## src/rtl/path_player_if.sv

```systemverilog
// Path-replay bundle: start/length request, path memory read port, move handshake and status.
// master = the player, slave = the solver/memory/consumer environment around it.
interface path_player_if #(
    parameter int ADDR_W  = 8,
    parameter int COORD_W = 4
);
    logic               run;
    logic [ADDR_W:0]    path_len;
    logic               rd_en;
    logic [ADDR_W-1:0]  rd_addr;
    logic [1:0]         rd_data;
    logic [1:0]         move;
    logic               move_valid;
    logic               move_ready;
    logic [COORD_W-1:0] x;
    logic [COORD_W-1:0] y;
    logic               busy;
    logic               done;
    logic               err;

    modport master (
        input  run, path_len, rd_data, move_ready,
        output rd_en, rd_addr, move, move_valid, x, y, busy, done, err
    );

    modport slave (
        output run, path_len, rd_data, move_ready,
        input  rd_en, rd_addr, move, move_valid, x, y, busy, done, err
    );
endinterface

```

## src/rtl/path_player.sv

```systemverilog
// Replays a solved maze path from memory index 0 upward, one move per valid/ready handshake, tracking (x, y).
// Latency: first move 3 edges after run; with move_ready high one move per 3 cycles; holds move while move_ready is low.
module path_player #(
    parameter int ADDR_W  = 8,
    parameter int COORD_W = 4
) (
    input  logic          clk,
    input  logic          rst,
    path_player_if.master bus
);
    typedef enum logic [2:0] {
        S_IDLE,
        S_FETCH,
        S_WAIT,
        S_PRESENT,
        S_DONE
    } state_t;

    localparam logic [COORD_W-1:0] C_MAX = '1;

    state_t             r_state;
    logic [ADDR_W:0]    r_idx;
    logic [ADDR_W:0]    r_len;
    logic               r_rd_en;
    logic [ADDR_W-1:0]  r_rd_addr;
    logic [1:0]         r_move;
    logic               r_move_valid;
    logic [COORD_W-1:0] r_x;
    logic [COORD_W-1:0] r_y;
    logic               r_busy;
    logic               r_done;
    logic               r_err;

    logic               w_off_grid;
    logic [ADDR_W:0]    w_idx_nx;
    logic [COORD_W-1:0] w_x_nx;
    logic [COORD_W-1:0] w_y_nx;

    // A move leaves the grid only when it pushes against the edge it points at.
    assign w_off_grid = (bus.rd_data == 2'b10 && r_x == '0)    ||
                        (bus.rd_data == 2'b01 && r_x == C_MAX) ||
                        (bus.rd_data == 2'b00 && r_y == '0)    ||
                        (bus.rd_data == 2'b11 && r_y == C_MAX);

    assign w_idx_nx = r_idx + 1'b1;

    // Axis is the XOR of the move bits (1 = x), bit 0 selects +1 versus -1.
    always_comb begin
        w_x_nx = r_x;
        w_y_nx = r_y;
        if (^r_move) begin
            w_x_nx = r_move[0] ? r_x + 1'b1 : r_x - 1'b1;
        end else begin
            w_y_nx = r_move[0] ? r_y + 1'b1 : r_y - 1'b1;
        end
    end

    always_ff @(posedge clk) begin
        if (rst) begin
            r_state      <= S_IDLE;
            r_idx        <= '0;
            r_len        <= '0;
            r_rd_en      <= 1'b0;
            r_rd_addr    <= '0;
            r_move       <= 2'b00;
            r_move_valid <= 1'b0;
            r_x          <= '0;
            r_y          <= '0;
            r_busy       <= 1'b0;
            r_done       <= 1'b0;
            r_err        <= 1'b0;
        end else begin
            case (r_state)
                S_IDLE, S_DONE: begin
                    r_move_valid <= 1'b0;
                    if (bus.run) begin
                        r_len <= bus.path_len;
                        r_idx <= '0;
                        r_x   <= '0;
                        r_y   <= '0;
                        r_err <= 1'b0;
                        if (bus.path_len == '0) begin
                            r_done  <= 1'b1;
                            r_busy  <= 1'b0;
                            r_state <= S_DONE;
                        end else begin
                            r_done    <= 1'b0;
                            r_busy    <= 1'b1;
                            r_rd_en   <= 1'b1;
                            r_rd_addr <= '0;
                            r_state   <= S_FETCH;
                        end
                    end
                end
                S_FETCH: begin
                    r_rd_en <= 1'b0;
                    r_state <= S_WAIT;
                end
                S_WAIT: begin
                    if (w_off_grid) begin
                        r_err   <= 1'b1;
                        r_done  <= 1'b1;
                        r_busy  <= 1'b0;
                        r_state <= S_DONE;
                    end else begin
                        r_move       <= bus.rd_data;
                        r_move_valid <= 1'b1;
                        r_state      <= S_PRESENT;
                    end
                end
                S_PRESENT: begin
                    if (bus.move_ready) begin
                        r_x          <= w_x_nx;
                        r_y          <= w_y_nx;
                        r_move_valid <= 1'b0;
                        r_idx        <= w_idx_nx;
                        if (w_idx_nx == r_len) begin
                            r_done  <= 1'b1;
                            r_busy  <= 1'b0;
                            r_state <= S_DONE;
                        end else begin
                            r_rd_en   <= 1'b1;
                            r_rd_addr <= w_idx_nx[ADDR_W-1:0];
                            r_state   <= S_FETCH;
                        end
                    end
                end
                default: r_state <= S_IDLE;
            endcase
        end
    end

    assign bus.rd_en      = r_rd_en;
    assign bus.rd_addr    = r_rd_addr;
    assign bus.move       = r_move;
    assign bus.move_valid = r_move_valid;
    assign bus.x          = r_x;
    assign bus.y          = r_y;
    assign bus.busy       = r_busy;
    assign bus.done       = r_done;
    assign bus.err        = r_err;
endmodule

```

## src/flat_wrapper.sv

```systemverilog
// flat-port wrapper written by rule: the top's interface ports become plain ports
module path_player_flat 
#(
    parameter int ADDR_W  = 8,
    parameter int COORD_W = 4
)
  (clk, rst, bus_run, bus_path_len, bus_rd_data, bus_move_ready, bus_rd_en, bus_rd_addr, bus_move, bus_move_valid, bus_x, bus_y, bus_busy, bus_done, bus_err);
  path_player_if #(.ADDR_W(ADDR_W), .COORD_W(COORD_W)) bus_i ();
  input  logic clk;
  input  logic rst;
  input wire logic [$bits(bus_i.run)-1:0] bus_run;
  input wire logic [$bits(bus_i.path_len)-1:0] bus_path_len;
  input wire logic [$bits(bus_i.rd_data)-1:0] bus_rd_data;
  input wire logic [$bits(bus_i.move_ready)-1:0] bus_move_ready;
  output wire logic [$bits(bus_i.rd_en)-1:0] bus_rd_en;
  output wire logic [$bits(bus_i.rd_addr)-1:0] bus_rd_addr;
  output wire logic [$bits(bus_i.move)-1:0] bus_move;
  output wire logic [$bits(bus_i.move_valid)-1:0] bus_move_valid;
  output wire logic [$bits(bus_i.x)-1:0] bus_x;
  output wire logic [$bits(bus_i.y)-1:0] bus_y;
  output wire logic [$bits(bus_i.busy)-1:0] bus_busy;
  output wire logic [$bits(bus_i.done)-1:0] bus_done;
  output wire logic [$bits(bus_i.err)-1:0] bus_err;
  assign bus_i.run = bus_run;
  assign bus_i.path_len = bus_path_len;
  assign bus_i.rd_data = bus_rd_data;
  assign bus_i.move_ready = bus_move_ready;
  assign bus_rd_en = bus_i.rd_en;
  assign bus_rd_addr = bus_i.rd_addr;
  assign bus_move = bus_i.move;
  assign bus_move_valid = bus_i.move_valid;
  assign bus_x = bus_i.x;
  assign bus_y = bus_i.y;
  assign bus_busy = bus_i.busy;
  assign bus_done = bus_i.done;
  assign bus_err = bus_i.err;
  path_player #(.ADDR_W(ADDR_W), .COORD_W(COORD_W)) u_core (.clk(clk), .rst(rst), .bus(bus_i));
endmodule
```

## config.mk

```make
export PLATFORM = sky130hd
export DESIGN_NAME = path_player_flat
export DESIGN_NICKNAME = d
export VERILOG_FILES = /design/src/rtl/path_player_if.sv /design/src/rtl/path_player.sv /design/src/flat_wrapper.sv
export SDC_FILE = /design/constraint.sdc
export NUM_CORES = 1
export LEC_CHECK = 0
export ABC_AREA = 1
export CAP_MARGIN = 20
export CELL_PAD_IN_SITES_DETAIL_PLACEMENT = 0
export CELL_PAD_IN_SITES_GLOBAL_PLACEMENT = 1
export CORE_MARGIN = 2
export CORE_UTILIZATION = 35
export DETAILED_ROUTE_END_ITERATION = 8
export PLACE_DENSITY = 0.79
export SYNTH_ARGS = -nofsm -noshare
export SYNTH_HDL_FRONTEND = slang
export SYNTH_SLANG_ARGS = --single-unit
```

## constraint.sdc

```tcl
create_clock -name clk -period 5.1 [get_ports clk]
set_input_delay 1.02 -clock clk [delete_from_list [all_inputs] [get_ports clk]]
set_output_delay 1.02 -clock clk [all_outputs]
set_load 0.02 [all_outputs]
```

==> results of run 1 <==
[metrics by stage]
| step | utilization (%) | cells | hold WS (ps) |
|---|---|---|---|
| after floorplan | - | 372 | 444 |
| after global placement | 43.1 | 498 | 459 |
| after detailed placement | 43.1 | 498 | 455 |
| after CTS | 44.7 | 506 | 470 |
| after global routing | 44.7 | 506 | 489 |
| final | 44.7 | 506 | 463 |
[cells by family after synthesis]
family | share of synthesized area (%)
buf+inv | 9.87
xor+xnor | 2.11
fa+ha+maj | 4.11
simple gates | 36.8
compound gates | 11.8
flops | 35.3
[worst register-to-register path, delay by kind of cell (launching register included)]
kind	cells	cell delay (ps)
compound gates	2	200
flops	1	430
buf+inv	3	430
simple gates	4	980
[area by class of cell]
| type | instances | share of cell area, % |
|---|---|---|
| Timing Repair Buffer | 37 | 12.1 |
| Sequential cell | 44 | 28.9 |
| Multi-Input combinational cell | 268 | 44.9 |
| Clock inverter | 2 | 1.15 |
| Clock buffer | 6 | 2.38 |
| Inverter | 53 | 6.68 |
| Tap cell | 96 | 3.94 |
[flip-flops by register name, indices dropped and copies added (netlist names), 2 cells and up]
name	count
u_core.bus.y	4
u_core.r_state	3
u_core.r_idx	9
u_core.r_len	9
u_core.bus.rd_addr	8
u_core.bus.x	4
u_core.bus.move	2
[cells in the final DEF (no fill, tap or decap), types with 2 or more instances in the layout]
master           netlist  final
inv_2                  2      2
dfxtp_1               44     44
nor2_1                39     39
nand3b_1               3      3
fa_1                   2      2
clkdlybuf4s50_1        0     37
inv_4                  2      2
nor2_4                 6      6
xor2_1                 3      3
o21ai_0               17     17
inv_1                 49     49
nand2_1              104    104
ha_1                   5      5
nand3_1               21     21
nand4_1                5      5
nor3_1                 4      4
clkbuf_8               0      5
o21ai_1                2      2
a21oi_1               35     35
nand2_2                5      5
xnor2_1                3      3
nor2_2                 5      5
[power groups by stage]
stage                     Combinational [mW]  Sequential (mW)  Clock (mW)
final                                  0.317            0.413       0.267
after global routing                   0.356            0.420       0.285
after CTS                              0.320            0.414       0.270
after detailed placement               0.318            0.421           0
after global placement                 0.316            0.421           0
after floorplan                        0.201            0.444           0
[worst paths after layout]
| kind | startpoint | end | slack (ps) | cells after the start |
|---|---|---|---|---|
| setup / recovery | rst | u_core.r_len[0] | 2290 | 4 |
| hold / removal | u_core.bus.busy | u_core.bus.busy | 460 | 2 |
| setup reg to reg | u_core.r_state[0] | u_core.bus.x[3] | 2960 | 9 |
| hold reg to reg | u_core.bus.busy | u_core.bus.busy | 460 | 2 |
[layer usage]
layer  vias up  global-route usage, %  routed length, um
li1       1247                      -                  -
met5         -                      0                  0
met1      1069                   21.2               2960
met2        32                   28.4               2970
met3         5                   3.64                189
met4         0                   2.48                 38
==> flow_summary.toml, run 1 <==
[status]
status = "finished clean"

[flow_run]
cap_violations = 0

[synth]
yosysSeqAreaShare_pct = 35.3
yosysTopAreaCell = "dfxtp_1"
synth.most_common_cell = "nand2_1"
synthArstFlopShare_pct = 0
synth_edf_count = 0
synth_warnings = 0
synth_cell_type_count = 32
syn_inst = 372
synth.top_cells.by_count = "nand2_1 (104), inv_1 (49), dfxtp_1 (44)"
netlist_area_um2 = 2500
synth_top_flop_cell = "dfxtp_1"
ys_ff_latch = 44
syn_nets = 394
synthTopCellsByArea = "dfxtp_1 (35%), nand2_1 (16%), inv_1 (7.4%), a21oi_1 (7.0%), nor2_1 (5.9%)"
synth_top_area_share_pct = 35.3
syn_area_per_cell_um2 = 6.71

[sta]
rsz0062_at_grt = "false"
slew_viol_final = 0
final_hold_viol_count = 0
tns_ps = 0
setup_ws_ps = 2290
fin_skew_ps = 8.74
setup_violations = 0
finalCriticalPeriod_ps = 2810
tightest_slew_ps = 826
fmaxAchievable_mhz = 356
post-route-period-util_pct = 55.0
maxSlewHeadroom_pct = 44.7

[clock_tree]
clock_path_buffers = 2
cts.hold.buffers_added = 0
cts_tree = "yes"
h-tree-depth = 2
clockRootBuffer = "clkbuf_8"
numClockSinks = 44
cts.repair.resized = 0
path_clk_slew_ps = 80
clock_latency_ps = 300
post_cts_buffers = 0
numCtsBuffers = 5

[power_and_ir_drop]
finalPower_mw = 0.997
powerDensity_nw_per_um2 = 327
power.leakage_nw = 1.28
pwr-share-clk_pct = 26.8
switchingPower_mw = 0.343
p_sw_share_pct = 34.4
combinationalPowerShare_pct = 31.8
p_int_mw = 0.654
ir_drop_uv = 152
p_seq_share_pct = 41.4

[routing]
dr.pass1.iters = 4
drtAntennaViolNets = 0
num_vias = 2353
wl_per_cell_um = 12.2
drc = 0
detail_route.wirelength_mm = 6.16
drt_iter0_markers = 133
vias_per_cell = 4.65

[hold_path]
hp-class = "register to register"

[place]
gp_congestion = 0.813
preCtsSetupSlack_ps = 1960
dp_hpwl_mm = 4.68
post_dp_cell_area_um2 = 2940
port_buffers = 37

[critical_path]
required_ps = 5320
crit_chain = "clkdlybuf4s50_1, inv_1, o21ai_0, a21oi_1"
cp_data_arrival_time_ps = 3030
max_stage_delay_ps = 830
critPathKind = "input pin to register"
critical_path_buf_inv_count = 2
start_kind = "input pin"
crit_path_end_kind = "register"
cpMaxStageDelayCell = "clkdlybuf4s50_1"
cp_top_family = "buffers and inverters"
path_max_fanout = 25

[global_routing]
grt_overflow = 0
grt_max_degree = 26
grt_use_total_pct = 16.3
antenna_found_initial = 0
grt_first_pass_wirelength_mm = 10.1
grt_pass1_vias = 2161

[cells_and_area]
finish.instance_area_um2 = 3050
num-nets-final = 431
ff_latch_area_um2 = 881
fillers = 754
n_antenna_cell = 0
multi_input_area_um2 = 1370
syn_to_final_growth_pct = 22.3
drive_gt1_share_pct = 7.56

[floorplanning]
dieHeight_um = 88.5
io_pins = 38
core_area_um2 = 6830
die_area_um2 = 7820
rows = 30
start_util_pct = 36.5
die_w_um = 88.5
No activity file was read; power rests on OpenSTA's default activity.
==> run 2: changes to the inputs <==
Settings changed: CORE_UTILIZATION 35 to 34, PLACE_DENSITY 0.79 to 0.8.
Clock period 5.1 ns to 2.45 ns, I/O delays scaled along.
==> flow_summary.toml, run 2 (same netlist as run 1, synthesis figures left out) <==
[cells_and_area]
drive_gt1_share_pct = 8.21
n_antenna_cell = 0
final_common_cell = "nand2_1"
final_cell_mix = "nand2_1 (104), inv_1 (49), dfxtp_1 (44), nor2_1 (39), clkdlybuf4s50_1 (37)"
num-nets-final = 435
finish.instance_area_um2 = 3070
syn_to_final_growth_pct = 22.9

[critical_path]
cp-endpoint = "u_core.bus.rd_addr[0]"
required_ps = 2650
start_kind = "register"
path_max_fanout = 12
timing.rr.start = "u_core.r_idx[0]"
cp_data_arrival_time_ps = 2270
reg2reg_slack_ps = 380
crit_path_end_kind = "register"
critPathLaunch = "u_core.r_idx[0]"
r2r_end = "u_core.bus.rd_addr[0]"
r2r_cells = 13
critPathKind = "register to register"

[routing]
num_vias = 2352
wl_per_cell_um = 11.7
drt_iter0_markers = 118
drc = 0
drtAntennaViolNets = 0
dr.pass1.iters = 4
vias_per_cell = 4.58
detail_route.wirelength_mm = 5.99

[global_routing]
grt_first_pass_wirelength_mm = 10.4
grt_pass1_vias = 2198
grt_overflow = 0
grt_max_degree = 26
antenna_found_initial = 0
grt_use_total_pct = 16.5

[place]
preCtsSetupSlack_ps = 140
post_dp_cell_area_um2 = 2980
dp_hpwl_mm = 4.59
gp_congestion = 0.828
port_buffers = 37

[clock_tree]
clock_latency_ps = 300
h-tree-depth = 2
cts.hold.buffers_added = 0
cts_tree = "yes"
clock_path_buffers = 2
cts.repair.resized = 0
numCtsBuffers = 5
post_cts_buffers = 0
numClockSinks = 44
clockRootBuffer = "clkbuf_8"
path_clk_slew_ps = 90

[power_and_ir_drop]
powerDensity_nw_per_um2 = 655
ir_drop_uv = 324
power.leakage_nw = 1.29

[sta]
post-route-period-util_pct = 84.5
finalCriticalPeriod_ps = 2070
tightest_slew_ps = 675
holdWs_ps = 471
fin_skew_ps = 11.3
fmaxAchievable_mhz = 483
tns_ps = 0
setup_ws_ps = 380
final_hold_viol_count = 0
setup_violations = 0
rsz0062_at_grt = "false"
slew_viol_final = 0
maxSlewHeadroom_pct = 55.0

[flow_run]
cap_violations = 0

[floorplanning]
dieHeight_um = 89.7
core_area_um2 = 7180
start_util_pct = 34.8
die_area_um2 = 8040
die_w_um = 89.7
io_pins = 38
rows = 31

[status]
status = "finished clean"

[hold_path]
hp-class = "register to register"
[run 2: cell count changes in the layout (fill, tap and decap cells not counted), sizes merged]
cell and change:
buf +4, bufinv -1, clkbuf +2, clkinv -1
[run 2: power breakdown]
group | internal (mW) | switching, mW
clock network | 0.230 | 0.244
registers | 0.798 | 0.0621
logic | 0.275 | 0.399
[run 2: routing by layer]
layer,global-route usage (%),share of wire (%)
met1,20.7,46
met5,0,0
met2,28.6,48
met3,3.11,3.4
met4,5.16,2.1
[run 2: final cells by class]
cell class	instances	area, um2
tap	99	124
timing repair buffer	41	400
clock buffer	8	90.1
multi-input combinational	268	1370
inverter	53	204
fill	764	4110
sequential	44	881
[run 2: worst min-delay path by stage]
stage,from,cells after the start,slack [ps],to
after global placement,u_core.bus.busy,2,450,u_core.bus.busy
after detailed placement,u_core.bus.move_valid,2,460,u_core.bus.move_valid
after floorplan,u_core.r_len[1],2,440,u_core.r_len[1]
after CTS,u_core.r_idx[8],2,480,u_core.r_idx[8]
after global routing,u_core.bus.move_valid,2,500,u_core.bus.move_valid
final,u_core.bus.done,2,470,u_core.bus.done
[run 2: worst max-delay path, cell delays in order, from the launching register on]
cell	delay, ps
dfxtp_1	490
ha_1	360
nand2_1	110
nand2_1	50
nor2_1	80
nand2_1	70
nor2_1	100
nand3_1	120
nor2_4	130
nand4_4	130
nand3_4	170
nand2_1	70
nand2_1	60
nor2_1	50
[run 2: through the flow]
step	util (%)	std cells	power [mW]
6_report	42.8	513	2.01
5_1_grt	42.8	513	2.16
4_1_cts	42.8	513	2.03
3_5_place_dp	41.5	505	1.56
3_3_place_gp	41.5	505	1.55
2_1_floorplan	-	372	1.34
